<file path="config.mk">
export PLATFORM = sky130hd
export DESIGN_NAME = uart_tx_arbiter
export DESIGN_NICKNAME = d
export VERILOG_FILES = /design/src/rtl/uart_tx_arbiter_pkg.sv /design/src/rtl/uart_tx_arbiter_rr_pick.sv /design/src/rtl/uart_tx_arbiter.sv
export SDC_FILE = /design/constraint.sdc
export NUM_CORES = 1
export LEC_CHECK = 0
export CORE_MARGIN = 10
export CORE_UTILIZATION = 46
export CTS_CLUSTER_DIAMETER = 80
export CTS_CLUSTER_SIZE = 30
export DETAILED_ROUTE_END_ITERATION = 8
export PLACE_DENSITY = 0.86
export SYNTH_ARGS = -nofsm -noshare
export SYNTH_HDL_FRONTEND = slang
export SYNTH_SLANG_ARGS = --single-unit
</file>
<file path="constraint.sdc">
create_clock -name HCLK -period 4.5 [get_ports HCLK]
set_input_delay 0.45 -clock HCLK [delete_from_list [all_inputs] [get_ports HCLK]]
set_output_delay 0.45 -clock HCLK [all_outputs]
set_load 0.005 [all_outputs]
</file>
<file path="src/rtl/uart_tx_arbiter_pkg.sv">
// Shared definitions for the UART TX arbiter slice.
// Lock FSM encodings and the index-width helper.
package uart_tx_arbiter_pkg;

   localparam logic [0:0] ST_IDLE   = 1'b0;
   localparam logic [0:0] ST_LOCKED = 1'b1;

   function automatic int clog2(input int n);
      int w;
      w = 1;
      while ((1 << w) < n) w++;
      return w;
   endfunction

endpackage

</file>
<file path="src/rtl/uart_tx_arbiter_rr_pick.sv">
// Combinational round-robin picker: first set request
// at or above start_i, wrapping from N-1 back to 0.
module uart_tx_arbiter_rr_pick #(
   parameter int N = 2,
   parameter int W = 1
) (
   input  logic [N-1:0] req_i,
   input  logic [W-1:0] start_i,
   output logic         found_o,
   output logic [W-1:0] idx_o
);

   logic [2*N-1:0] dbl;
   logic [N-1:0]   rot;
   logic [W:0]     cand;

   assign dbl     = {req_i, req_i} >> start_i;
   assign rot     = dbl[N-1:0];
   assign found_o = |req_i;

   // Scan downward so the lowest rotated offset wins.
   always_comb begin
      idx_o = '0;
      cand  = '0;
      for (int k = N - 1; k >= 0; k--) begin
         cand = {1'b0, start_i} + (W+1)'(k);
         if (cand >= (W+1)'(N)) cand = cand - (W+1)'(N);
         if (rot[k]) idx_o = cand[W-1:0];
      end
   end

endmodule

</file>
<file path="src/rtl/uart_tx_arbiter.sv">
// Round-robin, message-locked arbiter for the UART TX FIFO
// write port, with idle-timeout release of a stalled owner.
module uart_tx_arbiter
   import uart_tx_arbiter_pkg::*;
#(
   parameter  int NREQ    = 2,
   parameter  int TIMEOUT = 255,
   parameter  int TW      = 8,
   localparam int GW      = clog2(NREQ)
) (
   input  logic              HCLK,
   input  logic              HRESETn,
   input  logic [NREQ-1:0]   req_valid,
   input  logic [8*NREQ-1:0] req_data,
   input  logic [NREQ-1:0]   req_last,
   output logic [NREQ-1:0]   req_ready,
   input  logic              fifo_full,
   output logic              fifo_wr,
   output logic [7:0]        fifo_wdata,
   output logic [GW-1:0]     grant_id,
   output logic              busy,
   output logic              timeout_evt
);

   logic [0:0]           state_q, state_d;
   logic [GW-1:0]        grant_q, grant_d;
   logic [GW-1:0]        rr_q, rr_d;
   logic [TW-1:0]        cnt_q, cnt_d;
   logic                 tevt_q, tevt_d;
   logic                 pick_found;
   logic [GW-1:0]        pick_idx;
   logic [NREQ-1:0][7:0] data_a;
   logic                 locked, own_valid, own_last, xfer;
   logic [GW-1:0]        nxt_rr;
   logic [TW-1:0]        cnt_inc;

   uart_tx_arbiter_rr_pick #(
      .N (NREQ),
      .W (GW)
   ) u_pick (
      .req_i   (req_valid),
      .start_i (rr_q),
      .found_o (pick_found),
      .idx_o   (pick_idx)
   );

   assign data_a    = req_data;
   assign locked    = (state_q == ST_LOCKED);
   assign own_valid = req_valid[grant_q];
   assign own_last  = req_last[grant_q];
   assign xfer      = locked & own_valid & ~fifo_full;
   assign nxt_rr    = (grant_q == GW'(NREQ - 1)) ? '0
                    : grant_q + GW'(1);
   assign cnt_inc   = (cnt_q == '1) ? cnt_q : cnt_q + TW'(1);

   always_comb begin
      req_ready = '0;
      if (locked) req_ready[grant_q] = ~fifo_full;
   end

   assign fifo_wr     = xfer;
   assign fifo_wdata  = locked ? data_a[grant_q] : 8'h00;
   assign grant_id    = grant_q;
   assign busy        = locked;
   assign timeout_evt = tevt_q;

   // Back-pressure (valid held while full) freezes the idle counter.
   always_comb begin
      state_d = state_q;
      grant_d = grant_q;
      rr_d    = rr_q;
      cnt_d   = cnt_q;
      tevt_d  = 1'b0;
      unique case (state_q)
         ST_IDLE: begin
            if (pick_found) begin
               state_d = ST_LOCKED;
               grant_d = pick_idx;
               cnt_d   = '0;
            end
         end
         ST_LOCKED: begin
            if (xfer) begin
               cnt_d = '0;
               if (own_last) begin
                  state_d = ST_IDLE;
                  rr_d    = nxt_rr;
               end
            end else if (!own_valid) begin
               if (cnt_inc == TW'(TIMEOUT)) begin
                  state_d = ST_IDLE;
                  rr_d    = nxt_rr;
                  cnt_d   = '0;
                  tevt_d  = 1'b1;
               end else begin
                  cnt_d = cnt_inc;
               end
            end
         end
         default: state_d = ST_IDLE;
      endcase
   end

   always_ff @(posedge HCLK or negedge HRESETn) begin
      if (!HRESETn) begin
         state_q <= ST_IDLE;
         grant_q <= '0;
         rr_q    <= '0;
         cnt_q   <= '0;
         tevt_q  <= 1'b0;
      end else begin
         state_q <= state_d;
         grant_q <= grant_d;
         rr_q    <= rr_d;
         cnt_q   <= cnt_d;
         tevt_q  <= tevt_d;
      end
   end

endmodule

</file>
==> impl_metrics.env <==
export IMPL_status="finished clean"
export IMPL_hpwl_um=2433
export IMPL_setup_viol=0
export IMPL_die_h_um=65.26
export IMPL_drive_gt1_frac=0.09459
export IMPL_synth_seq_area_share=0.3187
export IMPL_grt_use_total=0.1489
export IMPL_mappedNetlistArea_um2=942.2
export IMPL_grt_busiest_layer="met2"
export IMPL_critPathLaunchType="flop"
export IMPL_slew_violations=0
export IMPL_cp_required_ns=4.05
export IMPL_slew_headroom=0.4704
export IMPL_period_minus_slack_ns=2.491
export IMPL_area_growth_pct=43.29
export IMPL_holdBufCountCts=0
export IMPL_synth_largest_area_cell="dfrtp_1"
export IMPL_synth_top_cells_by_area="dfrtp_1 32%, mux2i_1 11%, nor2_1 6.8%"
export IMPL_core_um2=1962
export IMPL_final_antenna_net_count=0
export IMPL_numPortBuffers=36
export IMPL_postSynthAreaPerCell_um2=8.338
export IMPL_hold_violations=0
export IMPL_max_freq_mhz=401.5
export IMPL_antenna_found_initial=0
export IMPL_drtPass1Iterations=4
export IMPL_htree_num_levels=1
export IMPL_die_area_um2=4258
export IMPL_overflow=0
export IMPL_drc=0
export IMPL_syn_num_nets=137
export IMPL_setup_tns_ns=0
export IMPL_total_power_w=0.0005366
export IMPL_multiInputGateArea_um2=604.3
export IMPL_fillers=152
export IMPL_dr_total_vias=1026
export IMPL_finClkSkew_ns=0.01099
export IMPL_grtUsageMet2=0.2256
export IMPL_synth_top_cell_area_share=0.3187
export IMPL_cts_tree="done"
export IMPL_ios=37
export IMPL_grt_pass1_wl_um=5016
export IMPL_synth_edf_count=0
export IMPL_r2r_end="cnt_q[4]"
export IMPL_irDropWorstVdd_v=0.0002777
export IMPL_whs_ns=0.5002
export IMPL_drtIter0Drc=82
export IMPL_clk_pin_slew_ns=0.08
export IMPL_r2r_setup_slack_ns=2.04
export IMPL_tightestPinTransition_ns=0.7928
export IMPL_ys_ff_latch=12
export IMPL_cts_setup_buffers=0
export IMPL_grtUsageMet1=0.1632
export IMPL_cts_buffer_depth=2
export IMPL_cts_sinks=12
export IMPL_layout_nets=173
export IMPL_met3_usage=0.1119
export IMPL_hp_class="in2async"
export IMPL_synth_cell_type_count=35
export IMPL_cts_root_buffer="clkbuf_4"
export IMPL_cts_buffers=3
export IMPL_crit_path_end_kind="output pin"
export IMPL_rsz0062_at_grt="false"
export IMPL_async_flop_share=1.000
export IMPL_wl_um=3014
export IMPL_power_leakage_nw=0.5637
export IMPL_path_class="reg2out"
export IMPL_r2r_start="cnt_q[0]"
export IMPL_initial_core_util=0.4802
export IMPL_arrival_ns=2.04
export IMPL_grt_pass1_vias=996
export IMPL_ctsResizeCount=0
export IMPL_crit_path_max_fanout=15
export IMPL_wl_per_cell_um=17.22
export IMPL_die_w_um=65.26
export IMPL_final_period_utilization=0.5535
export IMPL_gp_congestion=0.9503
export IMPL_maxCapViolations=0
export IMPL_synth_cells=113
export IMPL_insertion_delay_ns=0.29
export IMPL_viasPerCell=5.863
export IMPL_ys_warn_count=0
export IMPL_powerDensity_nw_per_um2=397.5
export IMPL_ff_latch_area_um2=300.3
export IMPL_synthFlopType="dfrtp_1"
export IMPL_grt_max_degree=16
export IMPL_reg2reg_depth=6
export IMPL_num_rows=16
export IMPL_antenna_cells=0
==> report_power, final <==
part / switching (W) / internal, W / total (W)
Sequential: 0.0000544 / 0.000128 / 0.000182
Combinational: 0.000112 / 0.000153 / 0.000265
Clock: 0.0000398 / 0.0000494 / 0.0000891
Total: 0.000206 / 0.000331 / 0.000537
==> per-layer routing <==
layer  up-vias  wire length [µm]
met4         0                21
met2        53              1371
met1       479              1172
met5         -                 0
li1        488                 -
met3         6               448
==> flip-flops by register name, summed over array words and instances (netlist names) <==
signal / cells
timeout_evt: 1
rr_q: 1
busy: 1
cnt_q: 8
grant_id: 1
==> Yosys cell counts, types with 2 or more instances <==
library cell   n
nor2_1        17
dfrtp_1       12
nand2_1       12
mux2i_1       10
a21oi_1        5
o21ai_0        5
inv_1          4
nand3_1        4
nand4_1        4
nor3_1         4
o221a_2        4
and3_1         3
clkbuf_1       3
and2_1         2
mux2_2         2
nor2b_1        2
o41ai_1        2
==> worst max path at each step <==
stage	slack [ns]	endpoint	startpoint
final	2.01	fifo_wr	grant_id
after global routing	1.85	fifo_wr	grant_id
after floorplan	2.41	rr_q	cnt_q[1]
after detailed placement	2.09	cnt_q[6]	cnt_q[0]
after global placement	2.16	fifo_wr	req_valid[0]
after CTS	2.01	fifo_wr	grant_id
==> stage by stage <==
step	cells	area (µm²)	setup WS, ns	utilization
after global placement	171	1314	2.159	0.6696
after floorplan	113	942.2	2.413	-
final	175	1350	2.009	0.6881
after CTS	175	1350	2.013	0.6881
after global routing	175	1350	1.853	0.6881
after detailed placement	171	1314	2.088	0.6696
==> critical path, stage by stage (launching register included) <==
cell             delay [ns]
dfrtp_1                0.74
mux2i_1                0.25
nor2_1                 0.20
clkdlybuf4s50_1        0.56
==> cell usage in the layout (no fill, tap or decap), types with 3 or more instances in the layout <==
master	instances
mux2i_1	10
a21oi_1	5
clkdlybuf4s50_1	36
nor2_1	17
nand3_1	4
clkbuf_4	3
nand2_1	12
o221a_2	4
nand4_1	4
inv_1	4
dfrtp_1	12
and3_1	3
nor3_1	4
o21ai_0	5
==> final cells by class <==
type / count / share of cell area
Tap cell: 27 / 0.02502
Clock buffer: 4 / 0.02688
Timing Repair Buffer: 36 / 0.2669
Inverter: 4 / 0.01112
Sequential cell: 12 / 0.2224
Multi-Input combinational cell: 92 / 0.4476
==> cells by family (layout without fill, tap and decap cells) <==
| group | Yosys count | count (layout) | synth area share |
|---|---|---|---|
| compound gates | 24 | 24 | 0.2098 |
| fa+ha+maj | 1 | 1 | 0.01328 |
| buf+inv | 9 | 44 | 0.03983 |
| flops | 12 | 12 | 0.3187 |
| mux | 12 | 12 | 0.1301 |
| simple gates | 55 | 55 | 0.2882 |
(Power assumes the default switching activity.)
